--- src/rtl/tlrot_host_arb.sv ---
// Two-host TL-UL arbiter in front of the RoT register port: round-robin A channel,
// D channel steered back by a host tag carried in a_source[7].

module tlrot_host_arb_cnt #(
    parameter int MaxOutstanding = 4
) (
    input  logic       clk_i,
    input  logic       rst_ni,
    input  logic       inc,
    input  logic       dec,
    output logic [3:0] cnt,
    output logic       room
);
    always_ff @(posedge clk_i or negedge rst_ni) begin
        if (!rst_ni) begin
            cnt <= 4'd0;
        end else if (inc && !dec) begin
            if (cnt != 4'hf) cnt <= cnt + 4'd1;
        end else if (dec && !inc) begin
            // A stray response to an idle host is forwarded but must not wrap the count.
            if (cnt != 4'd0) cnt <= cnt - 4'd1;
        end
    end

    assign room = (cnt < 4'(MaxOutstanding));
endmodule

module tlrot_host_arb #(
    parameter int MaxOutstanding = 4
) (
    input  logic        clk_i,
    input  logic        rst_ni,
    input  logic        init_done_i,
    input  logic        h0_a_valid,
    output logic        h0_a_ready,
    input  logic [83:0] h0_a_bits,
    output logic        h0_d_valid,
    input  logic        h0_d_ready,
    output logic [49:0] h0_d_bits,
    input  logic        h1_a_valid,
    output logic        h1_a_ready,
    input  logic [83:0] h1_a_bits,
    output logic        h1_d_valid,
    input  logic        h1_d_ready,
    output logic [49:0] h1_d_bits,
    output logic        dn_a_valid,
    input  logic        dn_a_ready,
    output logic [83:0] dn_a_bits,
    input  logic        dn_d_valid,
    output logic        dn_d_ready,
    input  logic [49:0] dn_d_bits,
    output logic [3:0]  h0_outstanding_o,
    output logic [3:0]  h1_outstanding_o,
    output logic        src_err_o,
    output logic        idle_o
);
    localparam int ASrcTag = 75;
    localparam int DSrcTag = 41;

    localparam logic [1:0] WaitInit = 2'd0;
    localparam logic [1:0] Idle     = 2'd1;
    localparam logic [1:0] Locked   = 2'd2;

    logic [1:0]       state;
    logic             gnt;
    logic             last;
    logic             src_err;
    logic             locked;
    logic             gnt_nxt;
    logic             d_tag;
    logic [49:0]      d_bits;
    logic [1:0]       a_valid;
    logic [1:0]       elig;
    logic [1:0]       room;
    logic [1:0]       a_hs;
    logic [1:0]       d_hs;
    logic [1:0][3:0]  cnt;
    logic [1:0][83:0] a_bits;

    assign a_valid = {h1_a_valid, h0_a_valid};
    assign a_bits  = {h1_a_bits, h0_a_bits};
    assign locked  = (state == Locked);

    assign elig    = a_valid & room & {2{init_done_i}};
    assign gnt_nxt = (elig == 2'b11) ? ~last : elig[1];

    always_ff @(posedge clk_i or negedge rst_ni) begin
        if (!rst_ni) begin
            state   <= WaitInit;
            gnt     <= 1'b0;
            last    <= 1'b1;
            src_err <= 1'b0;
        end else begin
            case (state)
                WaitInit: if (init_done_i) state <= Idle;
                Idle: begin
                    if (|elig) begin
                        gnt   <= gnt_nxt;
                        state <= Locked;
                    end
                end
                Locked: begin
                    // Held until the RoT accepts, regardless of init_done_i.
                    if (dn_a_ready) begin
                        last    <= gnt;
                        src_err <= src_err | a_bits[gnt][ASrcTag];
                        state   <= Idle;
                    end
                end
                default: state <= WaitInit;
            endcase
        end
    end

    always_comb begin
        dn_a_bits          = a_bits[gnt];
        dn_a_bits[ASrcTag] = gnt;
    end

    assign dn_a_valid = locked;
    assign a_hs[0]    = locked & dn_a_ready & ~gnt;
    assign a_hs[1]    = locked & dn_a_ready & gnt;
    assign h0_a_ready = a_hs[0];
    assign h1_a_ready = a_hs[1];

    always_comb begin
        d_bits          = dn_d_bits;
        d_bits[DSrcTag] = 1'b0;
    end

    assign d_tag      = dn_d_bits[DSrcTag];
    assign h0_d_valid = dn_d_valid & ~d_tag;
    assign h1_d_valid = dn_d_valid & d_tag;
    assign h0_d_bits  = d_bits;
    assign h1_d_bits  = d_bits;
    assign dn_d_ready = d_tag ? h1_d_ready : h0_d_ready;
    assign d_hs[0]    = h0_d_valid & h0_d_ready;
    assign d_hs[1]    = h1_d_valid & h1_d_ready;

    for (genvar h = 0; h < 2; h++) begin : g_host
        tlrot_host_arb_cnt #(.MaxOutstanding(MaxOutstanding)) u_cnt (
            .clk_i  (clk_i),
            .rst_ni (rst_ni),
            .inc    (a_hs[h]),
            .dec    (d_hs[h]),
            .cnt    (cnt[h]),
            .room   (room[h])
        );
    end

    assign h0_outstanding_o = cnt[0];
    assign h1_outstanding_o = cnt[1];
    assign src_err_o        = src_err;
    assign idle_o           = (state == Idle) & ~|a_valid & (cnt[0] == 4'd0) & (cnt[1] == 4'd0);
endmodule

--- config.mk ---
export PLATFORM = sky130hd
export DESIGN_NAME = tlrot_host_arb
export DESIGN_NICKNAME = d
export VERILOG_FILES = /design/src/rtl/tlrot_host_arb.sv
export SDC_FILE = /design/constraint.sdc
export NUM_CORES = 1
export LEC_CHECK = 0
export ABC_AREA = 0
export BUFFER_PORTS_ARGS = -buffer_cell sky130_fd_sc_hd__buf_2
export CORE_AREA = 10 10 156 158
export DETAILED_ROUTE_END_ITERATION = 12
export DIE_AREA = 0 0 166 168
export PLACE_DENSITY_LB_ADDON = 0.12
export SETUP_SLACK_MARGIN = 0.15
export SLEW_MARGIN = 15
export SYNTH_ARGS = -nofsm -noshare
export SYNTH_HDL_FRONTEND = slang
export SYNTH_SLANG_ARGS = --single-unit
--- constraint.sdc ---
create_clock -name clk_i -period 2.2 [get_ports clk_i]
set_clock_uncertainty 0.05 [all_clocks]
set_input_delay 0.22 -clock clk_i [delete_from_list [all_inputs] [get_ports clk_i]]
set_output_delay 0.22 -clock clk_i [all_outputs]
set_load 0.02 [all_outputs]
; After elaboration in Yosys (flattened, before gate mapping)
; Cells that the tools add are included.
[totals]
reg_bits = 13
in_bits = 227
output_inout_bits = 200
elab_cells = 80
[classes]
add_sub_neg = 4
magnitude_cmp = 3
eq_ne = 10
mux = 16
n_bitwise = 16
reduce_logical = 25
[ops]
columns = op, count
row1 = 84-bit two-way mux, 2
row2 = 4-bit two-way mux, 8
row3 = 1-bit AND, 10
row4 = "2-bit inequality test, second input constant", 5
row5 = 3-bit AND reduction, 3
row6 = "4-bit by 1-bit adder with 4-bit output, second input constant", 2
row7 = 4-bit zero test, 2
row8 = "4-bit by 3-bit less-than comparator with 1-bit output, second input constant", 2
row9 = "4-bit inequality test, second input constant", 2
row10 = 2-bit nonzero test, 4
row11 = 4-bit nonzero test, 2
row12 = "4-bit by 1-bit subtractor with 4-bit output, second input constant", 2
row13 = 2-bit two-way mux, 3
row14 = 2-bit one-hot mux with 3 select lines, 1
row15 = 1-bit zero test, 5
row16 = 2-bit AND, 2
row17 = "2-bit == test, second input constant", 2
row18 = 1-bit logical AND, 4
row19 = 2-bit AND reduction, 2
row20 = 2-bit OR reduction, 2
row21 = 1-bit NOT, 3
row22 = "2-bit by 1-bit == test with 1-bit output, second input constant", 1
row23 = 2-bit zero test, 1
row24 = "1-bit by 2-bit less-than comparator with 1-bit output, second input constant", 1
row25 = other kinds (2), 3

; Depth between registers and ports, before layout
; Gate-level depths: netlist of the first run.
[logic_depth]
ltp_word = 7
depth_mapped = 8
ltp_nobuf = 7

; Hierarchy
; From an unflattened synthesis of the first run, not the netlist that was laid out.
[hier_totals]
cells_unflattened = 279
area_unflattened_um2 = 2773.9
[modules_own_cells]
columns = mod, instances, cells_each, area_per_inst_um2, seq_area_each_um2
row1 = tlrot_host_arb, 1, 227, 2190.9, 126.4
row2 = tlrot_host_arb_cnt, 2, 26, 291.5, 100.1

; Least setup slack after synthesis of the first run
; Ideal clock, no wire load.
[synth_path]
kind = register -> register
from = reg state[0]
to = reg g_host[1].u_cnt.cnt[3]
setup_time_ns = 0.081
arrival_time_ns = 1.976
t_required_ns = 2.069
slack_ns = 0.094
path_stages_with_launch = 9
n_path_buf = 1
synth_period_minus_slack_ns = 2.106
path_cell_list = dfrtp_1 > and4b_1 > buf_4 > nand2_1 > ha_1 > and3_1 > o311a_1 > o22ai_1 > xnor2_1
[synth_via]
elab_chain_len = 7
elab_cells_between_ends = 11
classes_between = 2 x eq/ne / 1 x mux / 2 x bitwise / 6 x reduce/logical
[synth_lines]
columns = element, line
row1 = start: declaration, 64  ; logic [1:0] state;
row2 = start signal: assignment, 89  ; state <= WaitInit;
row3 = start signal: assignment, 95  ; WaitInit: if (init_done_i) state <= Idle;
row4 = start signal: assignment, 99  ; state <= Locked;
row5 = 2-bit == test (*), 82  ; assign locked = (state == Locked);
row6 = 1-bit AND (*) (2 in series), 122  ; assign a_hs[1] = locked & dn_a_ready & gnt;
row7 = via h1_a_ready, 41  ; output logic h1_a_ready,
row8 = 1-bit zero test, 19  ; end else if (dec && !inc) begin
row9 = 1-bit logical AND, 19
row10 = 2-bit nonzero test (no source line), n/a
row11 = 3-bit AND reduction (no source line), n/a
row12 = end signal: assignment, 18  ; if (cnt != 4'hf) cnt <= cnt + 4'd1;
row13 = end signal: assignment, 21  ; if (cnt != 4'd0) cnt <= cnt - 4'd1;
row14 = end: declaration, 11  ; output logic [3:0] cnt,
; The timed path passes the listed nets; every way through them passes the cells marked *.
; A chain may end at the register's enable or synchronous reset.

; Final worst setup path of the first run
[layout_path]
from = reg gnt
to = out dn_a_bits[49]
[layout_via]
elab_chain_len = 2
[layout_lines]
columns = element, line
row1 = start: declaration, 65  ; logic gnt;
row2 = start signal: assignment, 98  ; gnt <= gnt_nxt;
row3 = 84-bit two-way mux (implied by the code) (2 in series), 116  ; dn_a_bits = a_bits[gnt];
row4 = end: declaration, 48  ; output logic [83:0] dn_a_bits,
; No other way between the ends. The select of a mux whose other input is x is not followed.

==> impl_results.md, run 1 <==
- Largest area contributor in the synthesized netlist: buf_4
- Finished layout cell area: between 3000 and 4000 um2
- Skew-Pair Late Insertion Delay: 240 ps
- Unrepaired setup endpoints after global routing: true
- Total cell area at the placement stage: 3630 um2
- Switching pwr: 2080 uW
- Share of the core filled with cells in the final layout: approximately 18%
- Number of vias after detailed routing: between 2000 and 3000
- Avg Inst Size Synth: 9.38 um2
- GR Util All Layers: 9.62%
- Fraction of layout instances using a drive strength above 1: 75.4%
- Mux contribution to synthesized area: 36.9%
- Commonest register cell after synthesis: dfrtp_1
- Fillers: about 2400
- Commonest cells in the synthesized netlist: buf_4, mux2_1, mux2_2
- Average routed wire per standard cell: 20.1 um
- Synth top area cells: buf_4, mux2_1, mux2_2
- Sort of element at the start of the critical path: register
- Worst vdd ir: 0.479 mV
- Synth Area in Adders: 2.65%
- Shortest clock period the worst path allows after layout: 2040 ps
- Vias in the first global route: ~3000
- Post-synthesis instance total: 282
- Count of non-filler cells in the finished layout: 741
- Final Slew Violations: 0
- WL final: ~15000 um
- Crit end category: output port
- Static power due to leakage: 0.00191 uW
- Global-route wire length before repair: 20800 um
- Mapped Area: around 2600 um2
- Sequential Power Share: 15.2%
- Switching power share of the total: 51.9%
- Maximum net fanout on the critical path: 44
- Number of remaining DRC errors: 0
- Cell Rows: 54
- Post-layout power: 4020 uW
- Area of the die: about 28000 um2
- Total number of clock tree sinks: 13
- Starting Density: 12.4%
- Total placed cells including tap cells: approximately 730
- Proportion of synthesized flip-flops having asynchronous set or reset: between 90% and 100%
- Number of synthesized flops with an enable pin: 0
- Top cell type's share of synthesized area: 28.9%
- Number of nets still failing antenna checks after routing: 0
- Max-Cap Viols: 0
- Worst-path cell with the longest stage delay: buf_4
- Fraction of power consumed by combinational cells: about three quarters
- Number of warning messages in the yosys log: 0
- H-Tree Level Count: 1
- Headroom to the max-slew limit: 61.4%
- TritonCTS clock tree: built
- Clk network pwr share: under 10%
- Power density over cell area: around 1100 nW/um2
- Yosys cell types: 49
- Worst hold path class: in2reg
- Final clock period utilization by the worst path: 92.5%
- Compound-gate portion of the synthesized area: 5.96%
- Main combinational cell family by area after synthesis: multiplexers
- Library cell with the highest instance count after synthesis: buf_4
- Register area share after synthesis: 12.3%
- Slew at the pin closest to its max-slew limit: 579 ps
- Longest Clk Path Bufs: 2
- Total core area: 21400 um2
- Number of flip-flops and latches in the synthesized netlist: 13
- Chip width: between 150 and 200 um
- First-pass iteration count of the detailed router: 4
- Highest attainable clock frequency: slightly below 500 MHz
- Maximum number of pins on one net before global-route repair: 45
- Vias per std cell: around 3.6
- Sequence of cells on the critical path: buf_4 > mux2_1 > buf_2
- Category of the critical setup timing path: reg2out
- Number of port buffers: 277
- Run status: complete, no violations
- Final TNS setup: 0 ps
- Arrival time at the worst endpoint: about 1800 ps
- Synth Area in Simple Gates: a little under a tenth
- Die outline height: 168 um
- Post-synthesis xor/xnor area fraction: 1.32%
- Hold Vio Cnt, Final: 0
- Number of nets in the layout: 693
- Number of primary I/O pins: 427
- Overflow after GRT: 0
- Signed area change from the synthesized netlist to the final layout: 44.1%
- Final setup violation count: 0
- Cell chosen for the clock root: clkbuf_16
- Clock-pin slew of the registers on the worst-case setup and hold paths: 50 ps
- GPL Wtd Cong: between 0.9 and 1
- Worst Path Required: between 1500 and 2000 ps
- Detailed placer's ending HPWL: 13400 um
- Number of buffers created by CTS: 3
- Internal power summed over all cells: 1930 uW
- Number of antenna violations at the first check in global routing: 3
- CP max stage delay: approximately 470 ps
- Number of design-rule violations left by the first detailed-router iteration: 45
what timing repair did:
action / in CTS / in global routing
pin swaps: 1 / 1
setup buffers: 1 / 1
gates cloned: 0 / 0
resized for setup: 0 / 14
hold buffers: 1 / 0
hold endpoints to repair: 12 / 0
setup endpoints to repair: 3 / 58
power groups by stage:
stage	logic, uW	registers, uW	clock network (uW)
finish	3050	611	354
global route	3300	644	383
CTS	3050	565	366
detailed placement	3010	575	0
global placement	3030	575	0
floorplan	2200	613	0
registers in the layout, summed over array words and instances (netlist names):
register          count
src_err_o             1
last                  1
gnt                   1
g_host.u_cnt.cnt      8
state                 2
per-layer routing:
metal	up-vias	wire, um	GRT usage (%)	part of all wire (%)
met5	-	13	0	0.087
met3	10	1660	4.91	11
met4	2	54	0.847	0.36
li1	1245	-	-	-
met2	200	7850	18.1	53
met1	1195	5330	9.61	36
critical path, delay by kind of cell (launching register included):
family   cells  cell delay [ps]
flops        1              430
mux          1              380
buf+inv      2              660
final cells by class:
class / instances / area (um2) / share of cell area, %
multi-input cells: 155 / 1580 / 41.5
repair buffers: 286 / 1460 / 38.3
well taps: 280 / 350 / 9.19
flip-flops and latches: 13 / 332 / 8.70
clock buffers: 4 / 78.8 / 2.07
inverters: 2 / 7.51 / 0.197
diodes: 1 / 2.50 / 0.0656
per-stage QoR:
step / worst slack, ps / hold slack (ps)
final: 165 / 155
after global routing: 100 / 159
after CTS: 114 / 152
after detailed placement: 113 / 114
after global placement: 142 / 109
after floorplan: 149 / -126
cell families (layout without fill, tap and decap cells):
logic type / Yosys count / count (layout)
buffers and inverters: 115 / 292
multiplexers: 86 / 86
AND/OR/NAND/NOR: 37 / 37
AO/OA/AOI/OAI: 21 / 21
flip-flops: 13 / 13
adder cells (fa/ha/maj): 5 / 5
XOR/XNOR: 4 / 4
other: 1 / 3
path summary, 6_finish.rpt:
path,start,to,slack [ps],depth (start not counted)
max,gnt$_DFFE_PN0P_,dn_a_bits[49],160,3
min,h0_a_bits[75],src_err_o$_DFFE_PN0N_,160,2
max reg2reg,gnt$_DFFE_PN0P_,g_host[0].u_cnt.cnt[3]$_DFFE_PN0P_,210,7
min reg2reg,src_err_o$_DFFE_PN0N_,src_err_o$_DFFE_PN0N_,430,1
max in group asynchronous,rst_ni,last$_DFFE_PN1N_,1450,2
min in group asynchronous,rst_ni,src_err_o$_DFFE_PN0N_,350,2
cell usage in the layout (no fill, tap or decap), types with 3 or more instances in the layout:
master and instances:
nand2b_1 3, buf_2 277, dfrtp_1 10, nor2b_1 3, buf_4 7, mux2_2 35
mux2_1 49, nor2_1 4, clkbuf_16 3, ha_4 3, and3_1 3
Power figures use the tool's default switching activity.
==> inputs of run 2 (changes only) <==
CTS_BUF_LIST = sky130_fd_sc_hd__clkbuf_4   (was not set)
==> run 2 against run 1 <==
- hold slack worse by 43 ps
- cell count unchanged
- final area is 1.2% lower
- critical endpoint is now g_host[1].u_cnt.cnt[3]$_DFFE_PN0P_
- largest cell class unchanged
==> impl_results.md, run 2 (synthesis results as in run 1) <==
- Run status: complete, no violations
- Number of design-rule violations left by the first detailed-router iteration: 61
- Met1 global-route usage: 9.64%
- Sort of element at the start of the critical path: register
- Worst Path Required: 2360 ps
- Beginning of the worst hold path: h0_a_bits[75]
- Internal power summed over all cells: 1780 uW
- Worst hold path class: in2reg
- Registers with the highest flip-flop counts: g_host.u_cnt.cnt x8, state x2
- Family with the most delay on the worst path: simple AND/OR/NAND/NOR gates
- Final clock period utilization by the worst path: between 90% and 100%
- Shortest clock period the worst path allows after layout: 2020 ps
- Slew at the pin closest to its max-slew limit: 501 ps
- GR Util All Layers: approximately a tenth
- First-pass iteration count of the detailed router: 4
- Cell chosen for the clock root: clkbuf_4
- GR Util met2: 18.1%
- Met3 Track Usage GR: 4.91%
- WL final: 14900 um
- Detailed placer's ending HPWL: 13400 um
- Power density over cell area: 1020 nW/um2
- Post-layout power: 3840 uW
- Longest Clk Path Bufs: 2
- Total cell area at the placement stage: 3630 um2
- Top reg by flops: g_host.u_cnt.cnt
- Unrepaired setup endpoints after global routing: true
- Cell Rows: 54
- Number of buffers created by CTS: 3
- TritonCTS clock tree: built
- Switching power share of the total: 53.7%
- Average routed wire per standard cell: 20.1 um
- Hold Vio Cnt, Final: 0
- Starting Density: 12.4%
- Number of flip-flops under the largest register name: 8
- Share of the core filled with cells in the final layout: 17.6%
- Start of the worst register-to-register path: gnt$_DFFE_PN0P_
- Final Hold Slack: 112 ps
- Number of port buffers: roughly 280
- Sequence of cells on the critical path: and4b_2 > nand2_2 > ha_1 > and3_1 > o311a_1 > o22ai_2 > xnor2_1
- Area of the die: ~28000 um2
- CP max stage delay: 510 ps
- Vias per std cell: about 3.6
- Worst-path cell with the longest stage delay: dfrtp_4
- Fraction of layout instances using a drive strength above 1: 76.3%
- Vias in the first global route: 2981
- Layer with the highest usage: met2
- Switching pwr: 2070 uW
- Finished layout cell area: 3770 um2
- Maximum number of pins on one net before global-route repair: 45
- Critical path buffers and inverters: 0
- Crit end category: register
- Skew-Pair Late Insertion Delay: between 200 and 300 ps
- Headroom to the max-slew limit: 66.6%
- Final setup violation count: 0
- Number of antenna violations at the first check in global routing: 3
- Overflow after GRT: 0
- Clock-pin slew of the registers on the worst-case setup and hold paths: about 100 ps
- Die outline height: between 150 and 200 um
- GPL Wtd Cong: between 0.9 and 1
- Number of vias after detailed routing: 2678
- Global-route wire length before repair: approximately 21000 um
- CP Launch Point: gnt$_DFFE_PN0P_
- Static power due to leakage: 0.00188 uW
- H-Tree Level Count: 1
- Sequential Power Share: 16.0%
- Number of primary I/O pins: 427
- Max-Cap Viols: 0
- Commonest non-fill, non-tap cell in the layout: buf_2
- Highest attainable clock frequency: ~500 MHz
- Number of nets still failing antenna checks after routing: 0
- Fraction of power consumed by combinational cells: 79.5%
- Total number of clock tree sinks: 13
- Arrival time at the worst endpoint: around 2200 ps
- Final TNS setup: 0 ps
- Final Slew Violations: 0
- Most frequent cells in the layout: buf_2, mux2_1, mux2_2, dfrtp_1, buf_4
- Maximum net fanout on the critical path: 5
- Total core area: 21400 um2
- Chip width: 166 um
- Number of remaining DRC errors: 0
- Clk network pwr share: about 4.5%
- Number of nets in the layout: 693
- Category of the critical setup timing path: reg2reg
- Signed area change from the synthesized netlist to the final layout: 42.3%
- Worst vdd ir: 0.485 mV
-- run 2: final timing paths --
kind | slack, ps | cells after the start | endpoint
setup / recovery | 180 | 7 | g_host[1].u_cnt.cnt[3]$_DFFE_PN0P_
hold / removal | 110 | 2 | src_err_o$_DFFE_PN0N_
setup reg to reg | 180 | 7 | g_host[1].u_cnt.cnt[3]$_DFFE_PN0P_
hold reg to reg | 440 | 1 | src_err_o$_DFFE_PN0N_
max in group asynchronous | 1500 | 2 | last$_DFFE_PN1N_
min in group asynchronous | 300 | 2 | src_err_o$_DFFE_PN0N_
-- run 2: layout make-up --
| class | count | area, um2 |
|---|---|---|
| fillers | 2448 | 17700 |
| multi-input cells | 155 | 1570 |
| repair buffers | 286 | 1470 |
| well taps | 280 | 350 |
| flip-flops and latches | 13 | 335 |
| clock buffers | 4 | 30.0 |
| inverters | 2 | 7.51 |
| diodes | 1 | 2.50 |
-- run 2: power groups by stage --
stage                     sequential [uW]  clock, uW  combinational, uW
after detailed placement              575          0               3010
final                                 616        173               3060
after CTS                             578        187               3080
after global placement                575          0               3030
after floorplan                       613          0               2200
after global routing                  645        200               3300
-- run 2: worst reg2reg max path: stages, from the launching register on --
cell and delay (ps):
dfrtp_4 510, and4b_2 260, nand2_2 110, ha_1 250, and3_1 180, o311a_1 340
o22ai_2 110, xnor2_1 130
-- run 2: stage by stage --
step,std cells,setup slack [ps]
6_report,741,185
5_1_grt,740,93.6
4_1_cts,739,141
3_5_place_dp,733,113
3_3_place_gp,733,142
2_1_floorplan,283,149
-- run 2: layer usage --
metal	share of wire [%]	vias up
met2	53	209
met3	11	10
met5	0.11	-
met4	0.36	2
li1	-	1244
met1	36	1213
-- run 2: repair_timing --
item | 4_1_cts | 5_1_grt
hold endpoints to repair | 12 | 0
endpoints found under the setup margin | 72 | 5
pin swaps | 1 | 3
gates resized for setup | 5 | 15
buffers inserted | 1 | 1
hold buffers | 1 | 0
==> inputs of run 3 (changes only) <==
CORE_AREA = 2 2 166 168   (was 10 10 156 158)
DIE_AREA = 0 0 168 170   (was 0 0 166 168)
clock period = 2.3 ns   (was 2.2 ns; I/O delays follow)
==> run 3 against run 2 <==
- largest power group unchanged
- total power fell by 5.8%
- sequential power fell by 8.3%
- critical path depth did not move
- clock power barely moved
- hold slack improved by 3.2 ps
==> impl_results.md, run 3 (synthesis results as in run 1) <==
- Final clock period utilization by the worst path: 89.8%
- Final TNS setup: 0 ps
- GPL Wtd Cong: 0.789
- Sequential Power Share: 15.6%
- Switching pwr: 1940 uW
- Top reg by flops: g_host.u_cnt.cnt
- Unrepaired setup endpoints after global routing: true
- Max-Cap Viols: 0
- Final Slew Violations: 0
- Detailed placer's ending HPWL: 11600 um
- Skew-Pair Late Insertion Delay: about 300 ps
- Signed area change from the synthesized netlist to the final layout: 43.6%
- Share of the core filled with cells in the final layout: 14.3%
- Worst Path Required: 2470 ps
- Total number of clock tree sinks: 13
- Number of design-rule violations left by the first detailed-router iteration: 55
- Worst hold path class: in2reg
- WL final: 13200 um
- Number of port buffers: 277
- Registers with the highest flip-flop counts: g_host.u_cnt.cnt x8, state x2
- Number of flip-flops under the largest register name: 8
- Starting Density: about a tenth
- Vias per std cell: 3.39
- Static power due to leakage: about 0.0019 uW
- Most frequent cells in the layout: buf_2, mux2_1, mux2_2, dfrtp_1, buf_4
- Shortest clock period the worst path allows after layout: 2060 ps
- Internal power summed over all cells: 1690 uW
- Total core area: 26700 um2
- Worst-case register-to-register setup slack: around 240 ps
- Area of the die: about 29000 um2
- Final setup violation count: 0
- Clk network pwr share: about 4.8%
- Maximum number of pins on one net before global-route repair: 85
- Category of the critical setup timing path: reg2reg
- TritonCTS clock tree: built
- Switching power share of the total: about 53%
- Crit end category: register
- Overflow after GRT: 0
- Fraction of power consumed by combinational cells: roughly four fifths
- GR Util All Layers: 8.19%
- Maximum net fanout on the critical path: 5
- H-Tree Level Count: 1
- Number of nets in the layout: 691
- Cell Rows: 60
- Number of nets still failing antenna checks after routing: 0
- Number of vias after detailed routing: 2706
- Commonest non-fill, non-tap cell in the layout: buf_2
- Power density over cell area: 953 nW/um2
- Fraction of layout instances using a drive strength above 1: 74.2%
- Number of remaining DRC errors: 0
- Global-route wire length before repair: 17800 um
- Highest attainable clock frequency: 484 MHz
- Sort of element at the start of the critical path: register
- Worst vdd ir: about 0.36 mV
- ANT cells: 0
- Number of primary I/O pins: 427
- Average routed wire per standard cell: 16.6 um
- Die outline height: 170 um
- Cell chosen for the clock root: clkbuf_4
- Chip width: 168 um
- Arrival time at the worst endpoint: around 2200 ps
- Vias in the first global route: 2725
- Run status: complete, no violations
- Number of buffers created by CTS: 3
- Number of antenna violations at the first check in global routing: 0
- Post-layout power: ~3600 uW
- First-pass iteration count of the detailed router: 4
- Longest Clk Path Bufs: 2
- Hold Vio Cnt, Final: 0
- Clock-pin slew of the registers on the worst-case setup and hold paths: approximately 90 ps
run 3: area by class of cell:
cell class | count | area (um2)
inverters | 2 | 7.51
fillers | 3078 | 22800
clock buffers | 4 | 30.0
repair buffers | 284 | 1450
well taps | 341 | 427
multi-input cells | 155 | 1550
flip-flops and latches | 13 | 332
run 3: path summary, 6_finish.rpt:
check | startpoint | end | cells after the start
setup / recovery | state[0]$_DFFE_PN0P_ | g_host[1].u_cnt.cnt[3]$_DFFE_PN0P_ | 7
hold / removal | h0_a_bits[75] | src_err_o$_DFFE_PN0N_ | 2
setup reg to reg | state[0]$_DFFE_PN0P_ | g_host[1].u_cnt.cnt[3]$_DFFE_PN0P_ | 7
hold reg to reg | src_err_o$_DFFE_PN0N_ | src_err_o$_DFFE_PN0N_ | 1
max in group asynchronous | rst_ni | last$_DFFE_PN1N_ | 2
min in group asynchronous | rst_ni | g_host[0].u_cnt.cnt[1]$_DFFE_PN0P_ | 2
run 3: critical path, stage by stage, from the launching register on:
cell and delay [ps]:
dfrtp_2 440, and4b_1 310, nand2_2 110, ha_1 310, and3_1 190, o311a_1 320, o22ai_1 140, xnor2_1 130
run 3: stage by stage:
step	cell area (um2)	hold WS, ps	cells	worst slack (ps)
final	3800	115	799	236
after global routing	3800	110	799	123
after CTS	3730	99.6	798	159
after detailed placement	3690	124	793	159
after global placement	3690	124	793	197
after floorplan	2650	-116	283	194
run 3: metal layers:
metal	track usage (%)	part of all wire, %
met5	0	0
met4	1.02	0.50
met3	2.77	9.7
met2	14.5	50
met1	9.84	40
run 3: repair_timing:
item | CTS | global route
setup buffers | 0 | 1
resized for setup | 0 | 9
setup endpoints to repair | 0 | 3
endpoints found under the hold margin | 12 | 0
hold buffers | 1 | 0
run 3: power by group through the flow:
stage | logic (uW) | clock network, uW | registers [uW]
6_report | 2880 | 173 | 565
4_1_cts | 2860 | 182 | 526
2_1_floorplan | 2090 | 0 | 582
3_5_place_dp | 2850 | 0 | 528
5_1_grt | 3090 | 193 | 594
3_3_place_gp | 2870 | 0 | 527
